### src/rtl/cdc_xfer_arb_pkg.sv
// Shared types and constants for cdc_xfer_arb.
// With CDC_XFER_TIMEOUT_EN defined, the RECOVER state is part of the FSM encoding.
package cdc_xfer_pkg;

  localparam int CNT_W = $clog2(65536);

  typedef enum logic [1:0] {
    ST_IDLE,
`ifdef CDC_XFER_TIMEOUT_EN
    ST_WAIT_ACK,
    ST_RECOVER
`else
    ST_WAIT_ACK
`endif
  } state_t;

endpackage

### src/rtl/cdc_xfer_arb_if.sv
// Bus bundle between requesters/far domain (master) and cdc_xfer_arb (slave).
interface cdc_xfer_arb_if #(
  parameter int NUM_REQ = 4,
  parameter int DATA_W  = 16
);
  logic [NUM_REQ-1:0]        req;
  logic [NUM_REQ*DATA_W-1:0] req_data;
  logic [NUM_REQ-1:0]        grant;
  logic [NUM_REQ-1:0]        done;
  logic [DATA_W-1:0]         xfer_data;
  logic                      xfer_tgl;
  logic                      ack_tgl;
  logic                      busy;
  logic                      err;
  logic                      err_clr;

  modport master (
    output req, req_data, ack_tgl, err_clr,
    input  grant, done, xfer_data, xfer_tgl, busy, err
  );

  modport slave (
    input  req, req_data, ack_tgl, err_clr,
    output grant, done, xfer_data, xfer_tgl, busy, err
  );
endinterface

### src/rtl/cdc_xfer_arb_toggle_sync.sv
// Two-flop toggle synchronizer; sig_sync is the level, pulse_sync marks each edge.
module toggle_sync (
  input  logic clk,
  input  logic rst_b,
  input  logic sig_in,
  output logic sig_sync,
  output logic pulse_sync
);
  logic r_sync_p0, r_sync_p1, r_sync_p2;

  always_ff @(posedge clk or posedge rst_b) begin
    if (rst_b) begin
      r_sync_p0 <= 1'b0;
      r_sync_p1 <= 1'b0;
      r_sync_p2 <= 1'b0;
    end else begin
      r_sync_p0 <= sig_in;
      r_sync_p1 <= r_sync_p0;
      r_sync_p2 <= r_sync_p1;
    end
  end

  assign sig_sync   = r_sync_p1;
  assign pulse_sync = r_sync_p1 ^ r_sync_p2;
endmodule

### src/rtl/cdc_xfer_arb.sv
// Round-robin arbiter that hands one word at a time to a far clock domain via a toggle handshake.
// Define CDC_XFER_TIMEOUT_EN to add the acknowledge timeout, RECOVER state and sticky err flag.
module cdc_xfer_arb
  import cdc_xfer_pkg::*;
#(
  parameter int NUM_REQ = 4,
  parameter int DATA_W  = 16,
  parameter int TIMEOUT = 255
) (
  input logic           clk,
  input logic           rst_n,
  cdc_xfer_arb_if.slave io
);
  localparam int IDX_W = $clog2(NUM_REQ);

  state_t             r_state, w_state_nxt;
  logic [NUM_REQ-1:0] r_grant, r_done;
  logic [DATA_W-1:0]  r_xfer_data;
  logic               r_xfer_tgl;
  logic [IDX_W-1:0]   r_last_win;
  logic               r_have_win;
  logic [IDX_W-1:0]   w_start, w_win;
  logic [IDX_W:0]     w_idx;
  logic               w_found, w_capture, w_done_set;
  logic               w_ack_sync, w_match;

  // Only the level is compared; both toggle edges carry meaning, so the pulse output stays open.
  toggle_sync u_ack_sync (
    .clk        (clk),
    .rst_b      (~rst_n),
    .sig_in     (io.ack_tgl),
    .sig_sync   (w_ack_sync),
    .pulse_sync ()
  );

  assign w_match = (w_ack_sync == r_xfer_tgl);

  // Search starts one past the last winner; before any grant it starts at 0.
  always_comb begin
    w_start = '0;
    w_win   = '0;
    w_found = 1'b0;
    w_idx   = '0;
    if (r_have_win && (r_last_win != IDX_W'(NUM_REQ - 1)))
      w_start = r_last_win + IDX_W'(1);
    for (int k = 0; k < NUM_REQ; k++) begin
      w_idx = {1'b0, w_start} + (IDX_W+1)'(k);
      if (w_idx >= (IDX_W+1)'(NUM_REQ))
        w_idx = w_idx - (IDX_W+1)'(NUM_REQ);
      if (!w_found && io.req[w_idx[IDX_W-1:0]]) begin
        w_found = 1'b1;
        w_win   = w_idx[IDX_W-1:0];
      end
    end
  end

`ifdef CDC_XFER_TIMEOUT_EN
  logic [CNT_W-1:0] r_cnt;
  logic             r_err;
  logic             w_timeout;
`endif

  always_comb begin
    w_state_nxt = r_state;
    w_capture   = 1'b0;
    w_done_set  = 1'b0;
`ifdef CDC_XFER_TIMEOUT_EN
    w_timeout   = 1'b0;
`endif
    case (r_state)
      ST_IDLE: begin
        if (w_found) begin
          w_state_nxt = ST_WAIT_ACK;
          w_capture   = 1'b1;
        end
      end
      ST_WAIT_ACK: begin
        if (w_match) begin
          w_state_nxt = ST_IDLE;
          w_done_set  = 1'b1;
        end
`ifdef CDC_XFER_TIMEOUT_EN
        else if (r_cnt >= CNT_W'(TIMEOUT - 1)) begin
          w_state_nxt = ST_RECOVER;
          w_timeout   = 1'b1;
        end
`endif
      end
`ifdef CDC_XFER_TIMEOUT_EN
      ST_RECOVER: begin
        if (w_match) w_state_nxt = ST_IDLE;
      end
`endif
      default: w_state_nxt = ST_IDLE;
    endcase
  end

  always_ff @(posedge clk or negedge rst_n) begin
    if (!rst_n) begin
      r_state     <= ST_IDLE;
      r_grant     <= '0;
      r_done      <= '0;
      r_xfer_data <= '0;
      r_xfer_tgl  <= 1'b0;
      r_last_win  <= '0;
      r_have_win  <= 1'b0;
    end else begin
      r_state <= w_state_nxt;
      r_grant <= '0;
      r_done  <= '0;
      if (w_capture) begin
        r_grant     <= {{(NUM_REQ-1){1'b0}}, 1'b1} << w_win;
        r_xfer_data <= io.req_data[w_win*DATA_W +: DATA_W];
        r_xfer_tgl  <= ~r_xfer_tgl;
        r_last_win  <= w_win;
        r_have_win  <= 1'b1;
      end
      if (w_done_set)
        r_done <= {{(NUM_REQ-1){1'b0}}, 1'b1} << r_last_win;
    end
  end

`ifdef CDC_XFER_TIMEOUT_EN
  // Timeout set takes priority over a simultaneous clear.
  always_ff @(posedge clk or negedge rst_n) begin
    if (!rst_n) begin
      r_cnt <= '0;
      r_err <= 1'b0;
    end else begin
      if (w_capture)
        r_cnt <= '0;
      else if ((r_state == ST_WAIT_ACK) && (r_cnt != '1))
        r_cnt <= r_cnt + CNT_W'(1);
      if (w_timeout)
        r_err <= 1'b1;
      else if (io.err_clr)
        r_err <= 1'b0;
    end
  end
  assign io.err = r_err;
`else
  assign io.err = 1'b0;
`endif

  assign io.grant     = r_grant;
  assign io.done      = r_done;
  assign io.xfer_data = r_xfer_data;
  assign io.xfer_tgl  = r_xfer_tgl;
  assign io.busy      = (r_state != ST_IDLE);
endmodule

### src/flat_wrapper.sv
// flat-port wrapper written by rule: the top's interface ports become plain ports
module cdc_xfer_arb_flat import cdc_xfer_pkg::*;
#(
  parameter int NUM_REQ = 4,
  parameter int DATA_W  = 16,
  parameter int TIMEOUT = 255
)
  (clk, rst_n, io_req, io_req_data, io_ack_tgl, io_err_clr, io_grant, io_done, io_xfer_data, io_xfer_tgl, io_busy, io_err);
  cdc_xfer_arb_if #(.NUM_REQ(NUM_REQ), .DATA_W(DATA_W)) io_i ();
  input logic clk;
  input logic rst_n;
  input wire logic [$bits(io_i.req)-1:0] io_req;
  input wire logic [$bits(io_i.req_data)-1:0] io_req_data;
  input wire logic [$bits(io_i.ack_tgl)-1:0] io_ack_tgl;
  input wire logic [$bits(io_i.err_clr)-1:0] io_err_clr;
  output wire logic [$bits(io_i.grant)-1:0] io_grant;
  output wire logic [$bits(io_i.done)-1:0] io_done;
  output wire logic [$bits(io_i.xfer_data)-1:0] io_xfer_data;
  output wire logic [$bits(io_i.xfer_tgl)-1:0] io_xfer_tgl;
  output wire logic [$bits(io_i.busy)-1:0] io_busy;
  output wire logic [$bits(io_i.err)-1:0] io_err;
  assign io_i.req = io_req;
  assign io_i.req_data = io_req_data;
  assign io_i.ack_tgl = io_ack_tgl;
  assign io_i.err_clr = io_err_clr;
  assign io_grant = io_i.grant;
  assign io_done = io_i.done;
  assign io_xfer_data = io_i.xfer_data;
  assign io_xfer_tgl = io_i.xfer_tgl;
  assign io_busy = io_i.busy;
  assign io_err = io_i.err;
  cdc_xfer_arb #(.NUM_REQ(NUM_REQ), .DATA_W(DATA_W), .TIMEOUT(TIMEOUT)) u_core (.clk(clk), .rst_n(rst_n), .io(io_i));
endmodule
### config.mk
export PLATFORM = sky130hd
export DESIGN_NAME = cdc_xfer_arb_flat
export DESIGN_NICKNAME = d
export VERILOG_FILES = /design/src/rtl/cdc_xfer_arb_pkg.sv /design/src/rtl/cdc_xfer_arb_if.sv /design/src/rtl/cdc_xfer_arb_toggle_sync.sv /design/src/rtl/cdc_xfer_arb.sv /design/src/flat_wrapper.sv
export SDC_FILE = /design/constraint.sdc
export NUM_CORES = 1
export LEC_CHECK = 0
export CORE_UTILIZATION = 41
export DETAILED_ROUTE_END_ITERATION = 10
export GPL_TIMING_DRIVEN = 1
export PLACE_DENSITY = 0.87
export RECOVER_POWER = 50
export REMOVE_ABC_BUFFERS = 1
export SYNTH_ARGS = -nofsm -noshare
export SYNTH_HDL_FRONTEND = slang
export SYNTH_SLANG_ARGS = --single-unit
export TNS_END_PERCENT = 30
### constraint.sdc
create_clock -name clk -period 2.95 [get_ports clk]
set_input_delay 0.295 -clock clk [delete_from_list [all_inputs] [get_ports clk]]
set_output_delay 0.295 -clock clk [all_outputs]
set_load 0.02 [all_outputs]
[After elaboration in Yosys (flattened, before gate mapping)]
Cells that the tools add are included.
Storage, ports and cells
  register bits: 32
  input bits: 72
  output and inout bits: 27
  logic and storage cells: 74
Operators by class
  add/subtract/negate cells: 8
  magnitude comparators: 8
  eq/ne operators: 5
  shifts and indexed selects: 3
  mux-type cells: 30
  bitwise gates (word level): 1
  reduce and logical (&&, ||, !) cells: 10
Operator list (number)
  64-bit by 7-bit variable part select with 16-bit output: 1
  2-bit 2-to-1 mux: 11
  2-bit by 3-bit less-than comparator with 1-bit output (second input constant): 4
  1-bit 2-to-1 mux: 12
  3-bit greater-or-equal comparator (second input constant): 3
  1-bit binary-select mux with 2-bit select: 4
  4-bit 2-to-1 mux: 2
  1-bit by 2-bit left shift with 4-bit output (first input constant): 2
  2-bit by 1-bit subtractor with 2-bit output (second input constant): 4
  2-bit by 2-bit adder with 3-bit output (second input constant): 2
  1-bit logical AND: 4
  2-bit by 1-bit != test with 1-bit output (second input constant): 2
  2-bit case mux with 2 select lines: 1
  2-bit by 1-bit adder with 3-bit output (second input constant): 1
  2-bit by 3-bit greater-or-equal comparator with 1-bit output (second input constant): 1
  1-bit zero test: 3
  2-bit by 1-bit adder with 2-bit output (second input constant): 1
  2-bit by 1-bit equality test with 1-bit output (second input constant): 1
  2-bit zero test: 1
  2-bit != test (second input constant): 1
  2-bit AND reduction: 1
  2-bit nonzero test: 1
  1-bit equality test: 1
  1-bit inverter: 1

[Longest topological paths before layout]
Gate-level depths: netlist (run 1).
  depth in word-level cells: 20
  mapped depth: 12
  gate-level depth less buffers: 9

[Hierarchy]
Synthesis (run 1) repeated with hierarchy kept, for this count alone.
Second synthesis, totals
  cell total of the unflattened synthesis: 201
  area, all modules: 2079.5 µm²
By module, submodules not included
  cdc_xfer_arb: instances 1, cells each 196, area an instance 1991.9 µm²
  toggle_sync: instances 1, cells each 5, area an instance 87.6 µm²

[Worst setup path after synthesis (run 1)]
OpenSTA, ideal clock, no wires.
  path kind: reg-to-reg
  from: register u_core.r_last_win[0]
  to: register u_core.r_xfer_data[0], in the netlist u_core.io.xfer_data[0]
  arrival: 2.370 ns
  required time: 2.820 ns
  slack: 0.450 ns
  cell stages (with the launch flop): 13
  period minus slack after synthesis: 2.500 ns
  path through: dfrtp_1 -> buf_6 -> inv_1 -> ha_1 -> or3_1 -> o21ai_1 -> a221oi_2 -> o211ai_1 -> o21a_1 -> buf_6 -> buf_4 -> mux2i_1 -> o211ai_2
Between the ends
  word-level cells in the longest chain between the ends: 19
Ends and longest elaborated chain
  start, declared: RTL line cdc_xfer_arb.sv:20  | logic [IDX_W-1:0] r_last_win;
  start signal, assigned: RTL line cdc_xfer_arb.sv:115  | r_last_win <= w_win;
  branches (longest 2 deep; another with 2-bit by 1-bit adder with 2-bit output)
  2-bit 2-to-1 mux *: RTL line cdc_xfer_arb.sv:44  | if (r_have_win && (r_last_win != IDX_W'(NUM_REQ - 1)))
  branches (longest 16 deep; another with 2-bit by 1-bit adder with 3-bit output)
  end signal, assigned: RTL line cdc_xfer_arb.sv:113  | r_xfer_data <= io.req_data[w_win*DATA_W +: DATA_W];
  end, declared: RTL line cdc_xfer_arb.sv:18  | logic [DATA_W-1:0] r_xfer_data;
Every way passes the cells marked *. The select of a mux whose other input is x is not followed.
A chain may end at the register's enable or synchronous reset.

[Final worst setup path (run 1)]
  from: register u_core.r_last_win[0]
  to: register u_core.r_xfer_data[6], in the netlist u_core.io.xfer_data[6]
Same word-level chain as after synthesis.

==> flow_summary_export.csv, run 1 <==
group,metric,value,unit
run_status,status,"complete, but fails checks",
run_status,violations,"max-capacitance violations, max-slew violations",
place,place_area,0.00307,mm2
synth,synth_flop_cell,"dfrtp_1",
job,cap_viol_max_count,1,
synth,async_reset_ff_frac,1.00,
routing,ant_nets,0,
die,start_util,0.433,
synth,syn_inst,208,
timing,period_needed,2710,ps
clocking,cts_sinks,31,
clocking,cts_setup_buffers,0,
setup_path,worstPathRequired,3150,ps
place,dp.cells,362,
routing,drcViolationCount,0,
synth,synth_area_per_cell,9.97,um2
clocking,cts_buffers,5,
final_layout,antenna_cells,0,
timing,setup_viol,0,
clocking,cts_root_buffer,"clkbuf_8",
synth,synth.distinct_cells,43,
global_route,grt_max_degree,36,
timing,tightest_slew,1650,ps
timing,slew_violations,32,
clocking,hold_buffers,0,
place,portBuffers,96,
global_route,antenna_found_initial,0,
global_route,grt_pass1_vias,1865,
routing,dr.pass1.iters,4,
setup_path,critPathKind,"register to register",
clocking,post_cts_resize_count,0,
timing,rsz0062_at_grt,"false",
routing,wl_per_cell,13.0,um
clocking,cts_max_path_buffers,2,
clocking,clk_pin_slew,70,ps
die,pin_count,99,
final_layout,syn_to_final_growth,52.8,%
pwr,power_density,1220,mW/mm2
timing,fmax,370,MHz
worst_hold_path,min_path_type,"register to register",
final_layout,fin_area,0.00317,mm2
place,place_congestion,0.852,
global_route,grt_usage,0.208,
final_layout,drive_gt1_frac,0.162,
die,dieArea,0.00535,mm2
setup_path,worst-path-max-fanout,15,
routing,viasPerCell,5.01,
pwr,p_leak,1.39,nW
synth,ys_ff_latch,31,
global_route,grt_overflow,0,
global_route,grt_pass1_wl,8340,um
die,fp.dieH,73.1,um
final_layout,final_nets,378,
die,num_rows,25,
setup_path,arrival,2910,ps
setup_path,crit_path_end_kind,"register",
synth,ys_seq_area_frac,0.374,
synth,synth_edf_count,0,
timing,relSlewSlack,-0.0994,
die,dieWidth,73.1,um
place,place_ws,146,ps
timing,setup_ws,244,ps
final_layout,final_cells,370,
final_layout,fill_cells,372,
place,dp_hpwl,3730,um
timing,fin_skew,4.46,ps
die,core,0.00479,mm2
routing,dr_total_vias,1853,
synth,yosys_warnings,0,
clocking,cts-htree-levels,2,
synth,netlist_area,0.00207,mm2
routing,routed_wl,4820,um
routing,drt_iter0_drc,90,
pwr,p_total,0.00388,W
pwr,vdd_ir_drop_max,0.815,mV
setup_path,start_kind,"register",
timing,hold_slack,350,ps
clocking,cts_tree,"yes",
timing,fin_crit_sh,0.917,
clocking,clk_latency,290,ps
timing,final-hold-violation-count,0,
## Yosys cell counts, types with 2 or more instances
master    number  share of area
mux2_2         8          0.043
nand2_1       52          0.094
xnor2_1        3          0.013
o21ai_1        3         0.0072
o21ai_0        2         0.0048
buf_6          3          0.016
o211ai_2       9          0.054
o211ai_1       8          0.029
ha_1           4          0.024
mux2_4         9          0.065
a21oi_1        2         0.0048
and3_1         4          0.012
inv_1          4         0.0072
dfrtp_1       31           0.37
buf_2          3         0.0072
nor2b_1        4          0.012
and2_1         3         0.0091
a32oi_1        2         0.0085
nor2_1         6          0.011
buf_4          4          0.014
mux2i_1       19          0.092
clkbuf_1       4         0.0072
## metal layers
| metal | up-vias | share of wire | GRT usage |
|---|---|---|---|
| met3 | 9 | 0.078 | 0.0787 |
| met4 | 0 | 0.018 | 0.0893 |
| met2 | 75 | 0.51 | 0.346 |
| li1 | 907 | - | - |
| met1 | 862 | 0.39 | 0.238 |
| met5 | - | 0 | 0 |
## critical path: stages (launching register included)
cell and delay (ps):
dfrtp_2 450, inv_1 140, ha_1 420, or3_1 340, o21ai_1 110, a221oi_2 110
o211ai_1 180, o21a_2 190, buf_4 240, mux2_2 360, o211ai_1 90
## layout make-up
class	count	area, um2	area share
Multi-Input combinational cell	157	1170	0.369
Timing Repair Buffer	102	1010	0.320
Clock buffer	7	96.3	0.0304
Sequential cell	31	777	0.245
Inverter	5	18.8	0.00592
Tap cell	67	83.8	0.0265
Clock inverter	1	7.51	0.00237
## per-stage QoR
step	utilization	setup TNS, ps
4_1_cts	0.662	0
6_report	0.662	0
5_1_grt	0.662	0
3_3_place_gp	0.641	0
3_5_place_dp	0.641	0
2_1_floorplan	-	-7600
## where the power goes
group / switching [W] / internal [W]
sequential: 0.000100 / 0.000612
combinational: 0.00140 / 0.00138
clock: 0.000164 / 0.000212
total: 0.00167 / 0.00221
## registers in the layout, indices dropped and copies added, names as in the netlist
signal and cells:
u_core.u_ack_sync.r_sync_p0 1, u_core.io.grant 4, u_core.io.xfer_tgl 1, u_core.r_state 1
u_core.r_have_win 1, u_core.u_ack_sync.sig_sync 1, u_core.io.xfer_data 16, u_core.r_last_win 2
u_core.io.done 4
## cells by family (layout without fill, tap and decap cells)
kind of cell / after synthesis / in the layout / synth area share
adder cells (fa/ha/maj): 4 / 4 / 0.0241
AO/OA/AOI/OAI: 34 / 34 / 0.146
multiplexers: 36 / 36 / 0.200
buffers and inverters: 20 / 115 / 0.0640
AND/OR/NAND/NOR: 79 / 79 / 0.177
XOR/XNOR: 3 / 3 / 0.0127
other: 1 / 1 / 0.00181
flip-flops: 31 / 31 / 0.374
## cell usage in the layout (no fill, tap or decap), types with 4 or more instances in the layout
cell,count
clkdlybuf4s50_1,87
nand2_1,52
dfrtp_1,30
mux2i_1,19
mux2_4,9
o211ai_2,9
dlygate4sd3_1,9
mux2_2,8
o211ai_1,8
clkbuf_8,7
nor2_1,6
inv_1,4
and3_1,4
nor2b_1,4
ha_1,4
buf_4,4
## final timing paths
path	end	slack, ps	startpoint	cells past startpoint
min in group asynchronous	u_core.io.grant[0]	970	rst_n	2
min	u_core.u_ack_sync.sig_sync	350	u_core.u_ack_sync.r_sync_p0	0
max	u_core.io.xfer_data[6]	240	u_core.r_last_win[0]	10
max reg2reg	u_core.io.xfer_data[6]	240	u_core.r_last_win[0]	10
max in group asynchronous	u_core.r_last_win[0]	910	rst_n	2
min reg2reg	u_core.u_ack_sync.sig_sync	350	u_core.u_ack_sync.r_sync_p0	0
Power figures use the tool's default switching activity.
==> inputs of run 2 (changes only) <==
--- a/config.mk
+++ b/config.mk
@@ -7,7 +7,6 @@
 export LEC_CHECK = 0
 export CORE_UTILIZATION = 41
 export DETAILED_ROUTE_END_ITERATION = 10
-export GPL_TIMING_DRIVEN = 1
 export PLACE_DENSITY = 0.87
 export RECOVER_POWER = 50
 export REMOVE_ABC_BUFFERS = 1
==> results of run 2 <==
Same layout as run 1: the final DEF is identical, and so are final timing and power.
==> inputs of run 3 (changes only) <==
--- a/config.mk
+++ b/config.mk
@@ -7,7 +7,7 @@
 export LEC_CHECK = 0
 export CORE_UTILIZATION = 41
 export DETAILED_ROUTE_END_ITERATION = 10
-export PLACE_DENSITY = 0.87
+export PLACE_DENSITY = 0.84
 export RECOVER_POWER = 50
 export REMOVE_ABC_BUFFERS = 1
 export SYNTH_ARGS = -nofsm -noshare
==> flow_summary_export.csv, run 3 (same netlist as run 1, synthesis figures left out) <==
group,metric,value,unit
timing,final-hold-violation-count,0,
clocking,cts-htree-levels,2,
global_route,antenna_found_initial,0,
setup_path,critPathKind,"register to register",
final_layout,layout_common_cells,"87 x clkdlybuf4s50_1, 52 x nand2_1, 30 x dfrtp_1, 19 x mux2i_1",
clocking,cts_buffers,5,
timing,tightest_slew,1600,ps
clocking,clk_latency,280,ps
clocking,cts_setup_buffers,0,
timing,setup_viol,0,
die,fp.dieH,73.1,um
routing,ant_nets,0,
clocking,cts_sinks,31,
final_layout,final_cells,373,
job,cap_viol_max_count,1,
worst_hold_path,min_path_type,"register to register",
final_layout,final_nets,381,
global_route,grt_pass1_wl,8330,um
pwr,power_frac_comb,0.716,
final_layout,largest_reg_flops,16,
worst_hold_path,hold_depth,0,
pwr,pwr-share-clk,0.105,
clocking,cts_root_buffer,"clkbuf_8",
pwr,p_sw_frac,0.422,
routing,wl_per_cell,12.9,um
timing,fin_skew,5.63,ps
pwr,vdd_ir_drop_max,0.743,mV
place,dp.cells,365,
setup_path,r2r_slack,230,ps
setup_path,worstPathRequired,3150,ps
timing,slew_violations,32,
global_route,grt_usage,0.203,
place,dp_hpwl,3730,um
setup_path,rr_worst_depth,9,
clocking,clk_pin_slew,70,ps
final_layout,final_common_cell,"clkdlybuf4s50_1",
final_layout,antenna_cells,0,
setup_path,arrival,2920,ps
die,dieArea,0.00535,mm2
pwr,seq_power_share,0.179,
run_status,status,"complete, but fails checks",
die,dieWidth,73.1,um
run_status,violations,"max-capacitance violations, max-slew violations",
setup_path,start_kind,"register",
final_layout,drive_gt1_frac,0.170,
timing,relSlewSlack,-0.0643,
clocking,cts_max_path_buffers,2,
setup_path,r2r_end,"u_core.io.xfer_data[7]",
routing,dr_total_vias,1856,
global_route,grt_pass1_vias,1881,
pwr,switchingPower,0.00169,W
timing,rsz0062_at_grt,"false",
setup_path,crit_path_end_kind,"register",
global_route,grt_overflow,0,
final_layout,fill_cells,382,
routing,routed_wl,4810,um
pwr,power_density,1250,mW/mm2
final_layout,register_area,777,um2
global_route,grt_max_degree,34,
die,pin_count,99,
routing,dr.pass1.iters,4,
pwr,p_int,0.00231,W
die,core,0.00479,mm2
pwr,p_leak,1.41,nW
worst_hold_path,holdCritStartpoint,"u_core.u_ack_sync.r_sync_p0",
die,num_rows,25,
place,place_congestion,0.852,
final_layout,multi_input_area,0.00117,mm2
final_layout,syn_to_final_growth,54.5,%
timing,fmax,368,MHz
clocking,cts_tree,"yes",
routing,drcViolationCount,0,
die,start_util,0.433,
routing,viasPerCell,4.98,
setup_path,worst-path-max-fanout,9,
timing,period_needed,2720,ps
place,portBuffers,96,
timing,tns,0,ps
setup_path,r2r_start,"u_core.r_last_win[0]",
worst_hold_path,whs_endpoint,"u_core.u_ack_sync.sig_sync",
routing,drt_iter0_drc,65,
timing,fin_crit_sh,0.922,
==> run 3: cell types whose count changed in the layout (fill, tap and decap cells not counted), sizes merged <==
cell      before  now
buf            5    8
clkbuf         8    6
clkinv         0    2
bufinv         0    1
clkinvlp       1    0
==> run 3: critical path, stage by stage, from the launching register on <==
cell and delay, ps:
dfrtp_2 480, ha_1 270, and2b_1 330, o21ai_2 120, a221oi_2 410, a21o_1 170
o21a_2 210, buf_4 220, mux2_2 350, o211ai_1 90
==> run 3: power by group through the flow <==
| stage | sequential (W) | clock [W] | combinational, W |
|---|---|---|---|
| 2_1_floorplan | 0.000896 | 0 | 0.00174 |
| 3_3_place_gp | 0.000714 | 0 | 0.00284 |
| 3_5_place_dp | 0.000725 | 0 | 0.00289 |
| 4_1_cts | 0.000716 | 0.000423 | 0.00290 |
| 5_1_grt | 0.000738 | 0.000450 | 0.00310 |
| 6_report | 0.000716 | 0.000419 | 0.00287 |
==> run 3: routing by layer <==
layer / track usage / up-vias / wire, um
met5: 0 / - / 0
met4: 0.0828 / 0 / 104
met3: 0.0677 / 10 / 348
met2: 0.354 / 64 / 2430
met1: 0.225 / 871 / 1930
li1: - / 911 / -
==> run 3: worst max-delay path by stage <==
stage | start | to | slack (ps)
3_5_place_dp | u_core.r_last_win[0] | u_core.io.xfer_data[4] | 200
3_3_place_gp | u_core.r_last_win[0] | u_core.io.xfer_data[7] | 270
5_1_grt | u_core.r_last_win[0] | u_core.io.xfer_data[7] | 70
2_1_floorplan | u_core.r_last_win[0] | u_core.io.xfer_data[1] | -450
4_1_cts | u_core.r_last_win[0] | u_core.io.xfer_data[7] | 180
6_report | u_core.r_last_win[0] | u_core.io.xfer_data[7] | 230
==> run 3: final cells by class <==
| class | instances | area share |
|---|---|---|
| multi-input combinational | 157 | 0.365 |
| timing repair buffer | 105 | 0.325 |
| sequential | 31 | 0.243 |
| tap | 67 | 0.0262 |
| clock buffer | 5 | 0.0215 |
| clock inverter | 3 | 0.0137 |
| inverter | 5 | 0.00586 |
==> run 3: per-stage QoR <==
stage	utilization	cell area (um2)	hold WS (ps)	total power, W	setup WS [ps]
2_1_floorplan	-	1960	-0.591	0.00263	-452
5_1_grt	0.669	3200	365	0.00429	72.3
3_3_place_gp	0.645	3090	335	0.00355	269
4_1_cts	0.669	3200	359	0.00404	179
6_report	0.669	3200	356	0.00400	230
3_5_place_dp	0.645	3090	343	0.00362	201
==> run 3: what timing repair did <==
item / 4_1_cts / 5_1_grt
resized for setup: 0 / 2
setup endpoints to repair: 0 / 8
hold buffers: 0 / 0
